<file path="src/rtl/switch_debouncer.sv">
// Two-flop synchronizer plus per-bit debounce for the board DIP switches.
// Optional build macro DEBOUNCE_ACTIVE_LOW_EN: pins are active-low and are inverted before debouncing.
module switch_debouncer #(
    parameter int WIDTH           = 4,
    parameter int DEBOUNCE_CYCLES = 480000
) (
    input  logic             clk,
    input  logic             reset,
    input  logic [WIDTH-1:0] sw_raw,
    output logic [WIDTH-1:0] s,
    output logic             s_changed,
    output logic             s_valid
);

    localparam int CW = $clog2(DEBOUNCE_CYCLES);
    localparam logic [CW-1:0] CNT_MAX  = CW'(DEBOUNCE_CYCLES - 1);
    localparam logic [CW-1:0] CNT_ONE  = CW'(1);
    localparam logic [CW-1:0] CNT_ZERO = CW'(0);

    typedef enum logic [0:0] {
        ST_INIT = 1'b0,
        ST_RUN  = 1'b1
    } state_t;

    state_t           state_r;
    state_t           state_nxt_s;
    logic [WIDTH-1:0] sync1_r;
    logic [WIDTH-1:0] sync2_r;
    logic [WIDTH-1:0] in_q_s;
    logic [CW-1:0]    init_cnt_r;
    logic [CW-1:0]    cnt_r [WIDTH];
    logic [WIDTH-1:0] hit_s;
    logic             quiet_s;
    logic             init_done_s;
    logic             load_s;
    logic             run_s;

    // Polarity selection and per-bit threshold detection.
    always_comb begin
`ifdef DEBOUNCE_ACTIVE_LOW_EN
        in_q_s = ~sync2_r;
`else
        in_q_s = sync2_r;
`endif
        quiet_s     = (sync1_r == sync2_r);
        init_done_s = quiet_s && (init_cnt_r == CNT_MAX);
        hit_s       = '0;
        for (int i = 0; i < WIDTH; i++) begin
            hit_s[i] = (in_q_s[i] != s[i]) && (cnt_r[i] == CNT_MAX);
        end
    end

    // FSM state register.
    always_ff @(posedge clk) begin
        if (reset) begin
            state_r <= ST_INIT;
        end else begin
            state_r <= state_nxt_s;
        end
    end

    // FSM next-state logic; RUN is left only through reset.
    always_comb begin
        state_nxt_s = state_r;
        case (state_r)
            ST_INIT: begin
                if (init_done_s) begin
                    state_nxt_s = ST_RUN;
                end else begin
                    state_nxt_s = ST_INIT;
                end
            end
            ST_RUN:  state_nxt_s = ST_RUN;
            default: state_nxt_s = ST_INIT;
        endcase
    end

    // FSM output decode.
    always_comb begin
        load_s = 1'b0;
        run_s  = 1'b0;
        case (state_r)
            ST_INIT: begin
                load_s = init_done_s;
                run_s  = 1'b0;
            end
            ST_RUN: begin
                load_s = 1'b0;
                run_s  = 1'b1;
            end
            default: begin
                load_s = 1'b0;
                run_s  = 1'b0;
            end
        endcase
    end

    // Synchronizer, counters and registered outputs.
    always_ff @(posedge clk) begin
        if (reset) begin
            sync1_r    <= '0;
            sync2_r    <= '0;
            init_cnt_r <= CNT_ZERO;
            s          <= '0;
            s_changed  <= 1'b0;
            s_valid    <= 1'b0;
            for (int i = 0; i < WIDTH; i++) begin
                cnt_r[i] <= CNT_ZERO;
            end
        end else begin
            sync1_r   <= sw_raw;
            sync2_r   <= sync1_r;
            s_changed <= 1'b0;
            if (run_s) begin
                for (int i = 0; i < WIDTH; i++) begin
                    if (in_q_s[i] == s[i] || cnt_r[i] == CNT_MAX) begin
                        cnt_r[i] <= CNT_ZERO;
                    end else begin
                        cnt_r[i] <= cnt_r[i] + CNT_ONE;
                    end
                end
                s         <= (s & ~hit_s) | (in_q_s & hit_s);
                s_changed <= |hit_s;
            end else if (load_s) begin
                // Initial capture is silent: no change strobe.
                s          <= in_q_s;
                s_valid    <= 1'b1;
                init_cnt_r <= CNT_ZERO;
            end else if (quiet_s) begin
                init_cnt_r <= init_cnt_r + CNT_ONE;
            end else begin
                init_cnt_r <= CNT_ZERO;
            end
        end
    end

endmodule

</file>
<file path="config.mk">
export PLATFORM = sky130hd
export DESIGN_NAME = switch_debouncer
export DESIGN_NICKNAME = d
export VERILOG_FILES = /design/src/rtl/switch_debouncer.sv
export SDC_FILE = /design/constraint.sdc
export NUM_CORES = 1
export LEC_CHECK = 0
export CORE_UTILIZATION = 60
export CTS_CLUSTER_SIZE = 20
export DETAILED_ROUTE_END_ITERATION = 10
export GPL_ROUTABILITY_DRIVEN = 1
export PLACE_DENSITY = 0.74
export SLEW_MARGIN = 40
export SYNTH_ARGS = -nofsm -noshare
export SYNTH_HDL_FRONTEND = slang
export SYNTH_SLANG_ARGS = --single-unit
</file>
<file path="constraint.sdc">
create_clock -name clk -period 6.2 [get_ports clk]
set_clock_uncertainty 0.15 [all_clocks]
set_input_delay 0.62 -clock clk [delete_from_list [all_inputs] [get_ports clk]]
set_output_delay 0.62 -clock clk [all_outputs]
set_load 0.05 [all_outputs]
</file>
* Word level (Yosys, flattened, before mapping)
Memories as Yosys holds them, arrays and structs flattened. Cells that the tools add are included.
Cells by class: $add $sub $neg 5, equal/unequal tests 14, muxes and demuxes 50, bitwise gates (word level) 14, reductions and logical operators 13
Operators by type and width (number):
- 2-to-1 mux 19 bit | 10
- adder 19 x 1 -> 19 bit (second input constant) | 5
- == test 19 bit (second input constant) | 5
- 2-to-1 mux 1 bit | 35
- AND 4 bit | 2
- 2-to-1 mux 4 bit | 2
- OR 1 bit | 8
- one-hot mux 1 bit (2 select lines) | 3
- logical AND 1 bit | 5
- == test 1 bit | 4
- == test 4 bit | 1
- logical OR 1 bit | 4
- != test 1 bit | 4
- inverter 4 bit | 1
- OR 4 bit | 1
- OR reduction 4 bit | 1
- inverter 1 bit | 2
- AND reduction 2 bit | 1
- nonzero test 2 bit | 1
- OR reduction 2 bit | 1
Storage, ports and cells: register bits 34, RAM bits 76, bits of input ports 6, output and inout port bits 6, word-level logic and storage cells 104, memories kept 1
Memory list:
- cnt_r | depth 4, width 19, rd ports 4, clocked after memory_dff 0, wr ports 4, line 31 | logic [CW-1:0] cnt_r [WIDTH];

* Depth between registers and ports, before layout
Gate-level depths: netlist (run 1).
depth after elaboration 8, gate-level depth with buffers 9, mapped depth without buffers 6

* Worst setup path before layout (run 1)
No wires, ideal clock.
kind input -> register, start input port reset, end memory cnt_r[0][0] in the netlist's numbering, enable pin, setup time 0.430 ns, arrival time 2.140 ns, data required time 5.620 ns, slack 3.480 ns, stages on the path 2, buffers on the path 0, path through nor2_1 inv_1
RTL lines:
- from (decl) | line 8 | input logic reset,
- to (decl) | line 31

==> results of run 1 <==
-- power groups by stage --
stage                     Clock (W)  Sequential [W]  Combinational [W]
final                      0.000433        0.000825          0.0000544
after global routing       0.000459        0.000829          0.0000617
after CTS                  0.000441        0.000825          0.0000550
after detailed placement          0        0.000841          0.0000544
after global placement            0        0.000840          0.0000531
after floorplan                   0        0.000837          0.0000439
-- per-stage QoR --
step / setup slack [ns] / hold WS [ns] / utilization / area, um^2 / cells
3_5_place_dp: 2.73 / 0.318 / 0.636 / 5850 / 667
3_3_place_gp: 2.62 / 0.314 / 0.636 / 5840 / 667
6_report: 3.15 / 0.329 / 0.656 / 6040 / 683
2_1_floorplan: 3.48 / 0.298 / - / 5690 / 564
4_1_cts: 3.14 / 0.332 / 0.656 / 6040 / 683
5_1_grt: 2.94 / 0.347 / 0.656 / 6040 / 683
-- path summary, 6_finish.rpt --
check	start	to	depth (start not counted)
setup reg to reg	state_r	cnt_r[2][13]	4
setup / recovery	reset	cnt_r[3][13]	4
hold / removal	sync1_r[1]	in_q_s[1]	1
hold reg to reg	sync1_r[1]	in_q_s[1]	1
-- final cells by class --
cell class / instances / area (um^2) / share of cell area
flip-flops and latches: 110 / 2960 / 0.491
multi-input cells: 414 / 2550 / 0.422
well taps: 111 / 139 / 0.0230
clock buffers: 10 / 128 / 0.0211
repair buffers: 13 / 125 / 0.0207
inverters: 19 / 71.3 / 0.0118
clock inverters: 6 / 62.6 / 0.0104
-- synthesized netlist by cell type, types with 8 or more instances --
cell and n:
xnor2_1 39, a31oi_1 9, nand2_1 31, and3_1 9
nor4_1 12, inv_1 19, nor2_1 99, xor2_1 38
nand3_1 35, or3_1 8, buf_2 10, nand2b_1 8
edfxtp_1 76, a21oi_1 20, nor3_1 12, nor2b_1 10
and4_1 10, o21ai_0 8, clkbuf_1 8, dfxtp_1 34
nand4_1 19
-- cell families (layout without fill, tap and decap cells) --
logic type / Yosys count / in the layout / share of synthesized area
xor gates and xnor gates: 77 / 77 / 0.119
and+or+nand+nor: 277 / 277 / 0.256
adders and majority gates: 5 / 5 / 0.0110
AOI/OAI and AO/OA: 53 / 53 / 0.0587
buffers and inverters: 40 / 48 / 0.0319
muxes: 2 / 2 / 0.00352
DFF: 110 / 110 / 0.521
-- flip-flops by register name, indices dropped and copies added (netlist names), named ones only --
register	cells
s_changed	1
in_q_s	4
s_valid	1
init_cnt_r	19
cnt_r	76
state_r	1
sync1_r	4
-- routing by layer --
| layer | track usage | up-vias | share of wire |
|---|---|---|---|
| li1 | - | 2017 | - |
| met1 | 0.317 | 1944 | 0.50 |
| met4 | 0.0848 | 0 | 0.017 |
| met5 | 0 | - | 0 |
| met3 | 0.0387 | 14 | 0.029 |
| met2 | 0.347 | 54 | 0.46 |
-- worst reg2reg max path: stages (launching register included) --
cell and delay (ns):
dfxtp_1 0.53, inv_1 0.18, nor2_2 0.51, nand3_1 0.69, nor2_1 0.28
==> metrics.csv, run 1 <==
stage;metric;value;unit
pwr;p_int;0.00101;W
timing;post-route-min-period;3.05;ns
worst_setup_path;crit_type;primary input to flop;
pwr;total_power;0.00131;W
timing;rsz0062_at_grt;no;
placed_design;place_hpwl;6.85;mm
worst_setup_path;crit_arrival;2.91;ns
timing;drv_slew;0;
finish;fill_cells;739;
flow_run;drv_cap;0;
synth;yosysWarnings;0;
cts;clkLatencyLatePin;0.38;ns
grt;overflow;0;
timing;setup_viol;0;
synth;synth-edff-count;76;
floorplanning;die_y;99.4;um
synth;synth_top_area_frac;0.401;
pwr;power_switching;0.000300;W
timing;fin_crit_sh;0.492;
cts;hold_buffers;0;
timing;worst_slew_pin_slew;0.765;ns
synth;yosys.area.top_type;edfxtp_1;
worst_setup_path;critPathCaptureType;flop;
synth;netlist_area;5690;um^2
cts;cts_num_sinks;110;
detailed_routing;drtPass1Iterations;5;
worst_setup_path;crit_fanout;40;
floorplanning;dieWidth;99.4;um
pwr;p_leak;1.98;nW
pwr;peakVddDrop;0.0998;mV
status;status;finished clean;
placed_design;gp_congestion;0.798;
synth;synthCells;564;
floorplanning;design.die.area;9880;um^2
synth;synth.ff_latch_count;110;
cts;cts_resized;0;
timing;hold_viol;0;
worst_setup_path;rrSetupSlack;3.69;ns
detailed_routing;via_count;4029;
finish;nNetsFinal;578;
floorplanning;start_util;0.619;
detailed_routing;wl;10.2;mm
worst_setup_path;critPathBufInv;3;
cts;postCtsSetupRepairBufs;0;
floorplanning;coreArea;9200;um^2
worst_setup_path;cp.required;6.07;ns
grt;grt_pass1_wl;17.7;mm
pwr;p_per_area;217;nW/um^2
cts;cts_tree;done;
pwr;combPwrFrac;0.041;
synth;ys_types;52;
placed_design;io_buffers;11;
detailed_routing;drc;0;
finish;syn_to_final_growth;6.09;%
finish;final_cell_mix;nor2_1, edfxtp_1, xnor2_1;
pwr;swShare;0.229;
synth;synth_seq_area_share;0.521;
grt;antenna_found_initial;0;
worst_setup_path;cpPeakStageDelay;0.93;ns
finish;antenna_cells;0;
timing;fmax;328;MHz
detailed_routing;vias_per_cell;5.90;
finish;layout-drive-gt1-share;0.0455;
grt;grt_max_degree;41;
timing;fin_setup_tns;0;ns
synth;ys.flop_type;edfxtp_1;
grt;grt_pass1_vias;3747;
pwr;clockPowerShare;0.330;
worst_setup_path;crit_family;buffers and inverters;
worst_setup_path;worstPathCellList;clkdlybuf4s50_1 -> nor2_1 -> inv_2 -> buf_4;
cts;cts_made_buffers;9;
cts;clockBufferDepth;2;
cts;clock-root-buffer;clkbuf_8;
worst_setup_path;start_kind;primary input;
detailed_routing;wl_per_cell;14.9;um
synth;synth_fp_nets;575;
synth;synthArstFlopShare;0;
cts;htree_num_levels;3;
synth;synth_area_leaders;edfxtp_1, dfxtp_1, nor2_1;
pwr;p_seq_frac;0.629;
detailed_routing;antenna_left;0;
synth;synth.avg_cell_area;10.1;um^2
hold_path;worstHoldPathType;flop to flop;
timing;max_slew_margin;0.490;
floorplanning;pin_count;12;
cts;path_clk_slew;0.10;ns
worst_setup_path;crit_slowest_cell;clkdlybuf4s50_1;
detailed_routing;drt_iter0_drc;182;
finish;final_common_cell;nor2_1;
grt;grt_use_total;0.224;
floorplanning;rows;35;
No activity file was read; power rests on OpenSTA's default activity.
==> run 2: changes to the inputs <==
clock period = 2.88 ns   (was 6.2 ns; I/O delays follow)
==> metrics.csv, run 2 (same netlist as run 1, synthesis figures left out) <==
stage;metric;value;unit;change
timing;drv_slew;0;;unchanged
worst_setup_path;critPathCaptureType;flop;;
timing;fmax;396;MHz;
finish;antenna_cells;0;;unchanged
grt;grt_max_degree;49;;+20%
floorplanning;pin_count;12;;unchanged
finish;layout-drive-gt1-share;0.0537;;+0.00827
worst_setup_path;crit_type;flop to flop;;
grt;overflow;0;;unchanged
cts;clock-root-buffer;clkbuf_8;;
detailed_routing;wl;10.0;mm;-1.6%
detailed_routing;drc;0;;unchanged
hold_path;worstHoldPathType;flop to flop;;
floorplanning;design.die.area;9880;um^2;unchanged
worst_setup_path;start_kind;flop;;
finish;final_cell_mix;nor2_1, edfxtp_1, xnor2_1;;
worst_setup_path;crit_fanout;28;;-30%
floorplanning;dieWidth;99.4;um;unchanged
timing;max_slew_margin;0.475;;-0.0151
finish;regMostFlops;cnt_r;;
timing;post-route-min-period;2.53;ns;
finish;largest_reg_flops;76;;unchanged
worst_setup_path;worstPathCellList;ha_1 -> nand3_1 -> or2_1 -> o211a_1 -> and3_1 -> a211o_1;;
worst_setup_path;crit_arrival;2.65;ns;-0.26 ns
floorplanning;rows;35;;unchanged
worst_setup_path;crit_slowest_cell;o211a_1;;
timing;fin_crit_sh;0.878;;
detailed_routing;wl_per_cell;14.6;um;-2.4%
cts;cts_tree;done;;
cts;htree_num_levels;3;;unchanged
floorplanning;die_y;99.4;um;unchanged
cts;path_clk_slew;0.11;ns;about the same
placed_design;gp_congestion;0.805;;+0.90%
detailed_routing;drt_iter0_drc;173;;-4.9%
finish;register_area;2960;um^2;unchanged
cts;clockBufferDepth;2;;unchanged
status;status;finished clean;;
cts;hold_buffers;0;;unchanged
floorplanning;coreArea;9200;um^2;unchanged
pwr;peakVddDrop;0.256;mV;+160%
timing;hold_viol;0;;unchanged
grt;grt_use_total;0.212;;-0.0117
timing;hold_slack;0.330;ns;+0.00167 ns
cts;postCtsSetupRepairBufs;0;;unchanged
worst_setup_path;critPathBufInv;0;;-3
worst_setup_path;cp.required;3.00;ns;-3.07 ns
detailed_routing;antenna_left;0;;unchanged
finish;final_common_cell;nor2_1;;
grt;antenna_found_initial;0;;unchanged
timing;fin_setup_tns;0;ns;unchanged
cts;cts_made_buffers;9;;unchanged
timing;worst_slew_pin_slew;0.788;ns;+0.0227 ns
finish;multi_input_area;2550;um^2;about the same
detailed_routing;vias_per_cell;5.91;;+0.26%
flow_run;drv_cap;0;;unchanged
cts;cts_num_sinks;110;;unchanged
worst_setup_path;cpPeakStageDelay;0.57;ns;-0.36 ns
placed_design;io_buffers;11;;unchanged
pwr;p_per_area;450;nW/um^2;+110%
placed_design;place_hpwl;6.90;mm;+0.65%
finish;biggestRegsByFlops;cnt_r x76, init_cnt_r x19;;
pwr;p_leak;2.00;nW;+1.1%
timing;setup_viol;0;;unchanged
floorplanning;start_util;0.619;;unchanged
detailed_routing;drtPass1Iterations;5;;unchanged
detailed_routing;via_count;4069;;+0.99%
cts;clkLatencyLatePin;0.37;ns;about the same
grt;grt_pass1_vias;3738;;-0.24%
finish;syn_to_final_growth;6.60;%;
worst_setup_path;crit_family;compound AO/OA/AOI/OAI gates;;
timing;rsz0062_at_grt;no;;
finish;fill_cells;710;;-3.9%
finish;nNetsFinal;583;;+0.87%
grt;grt_pass1_wl;16.9;mm;-4.2%
cts;cts_resized;0;;unchanged
==> run 2: cell types whose count changed in the layout (fill, tap and decap cells not counted), sizes merged <==
| cell | previous run | this run |
|---|---|---|
| inv | 19 | 21 |
| buf | 2 | 7 |
| bufinv | 1 | 0 |
| clkbuf | 10 | 9 |
==> run 2: routing by layer <==
| metal | vias up | global-route usage | part of all wire |
|---|---|---|---|
| met1 | 1955 | 0.297 | 0.50 |
| met2 | 70 | 0.339 | 0.46 |
| met3 | 14 | 0.0316 | 0.027 |
| met5 | - | 0 | 0 |
| met4 | 0 | 0.0747 | 0.016 |
| li1 | 2030 | - | - |
==> run 2: area by class of cell <==
cell class	count	share of cell area
Timing Repair Buffer	18	0.0289
Clock buffer	9	0.0204
Multi-Input combinational cell	414	0.420
Clock inverter	7	0.00784
Tap cell	111	0.0229
Sequential cell	110	0.488
Inverter	19	0.0118
==> run 2: power by group <==
group / internal [W] / total [W] / switching (W)
logic: 0.0000541 / 0.000123 / 0.0000687
clock network: 0.000316 / 0.000834 / 0.000518
registers: 0.00173 / 0.00178 / 0.0000475
==> run 2: stage by stage <==
stage / area [um^2] / worst slack (ns) / instances / utilization / power, W
after floorplan: 5690 / 0.308 / 564 / - / 0.00190
after global placement: 5890 / 0.339 / 672 / 0.641 / 0.00193
after detailed placement: 5890 / 0.207 / 672 / 0.641 / 0.00193
after CTS: 6070 / 0.379 / 688 / 0.660 / 0.00276
after global routing: 6070 / 0.182 / 688 / 0.660 / 0.00282
final: 6070 / 0.352 / 688 / 0.660 / 0.00273
==> run 2: worst paths after layout <==
check	start	end	slack, ns	depth (start not counted)
min reg2reg	sync1_r[3]	in_q_s[3]	0.33	1
max	init_cnt_r[0]	init_cnt_r[9]	0.35	6
max reg2reg	init_cnt_r[0]	init_cnt_r[9]	0.35	6
min	sync1_r[3]	in_q_s[3]	0.33	1
==> run 3: changes to the inputs <==
GPL_TIMING_DRIVEN = 1   (was unset)
==> results of run 3 <==
Final layout, timing and power as in run 2 (identical DEF).
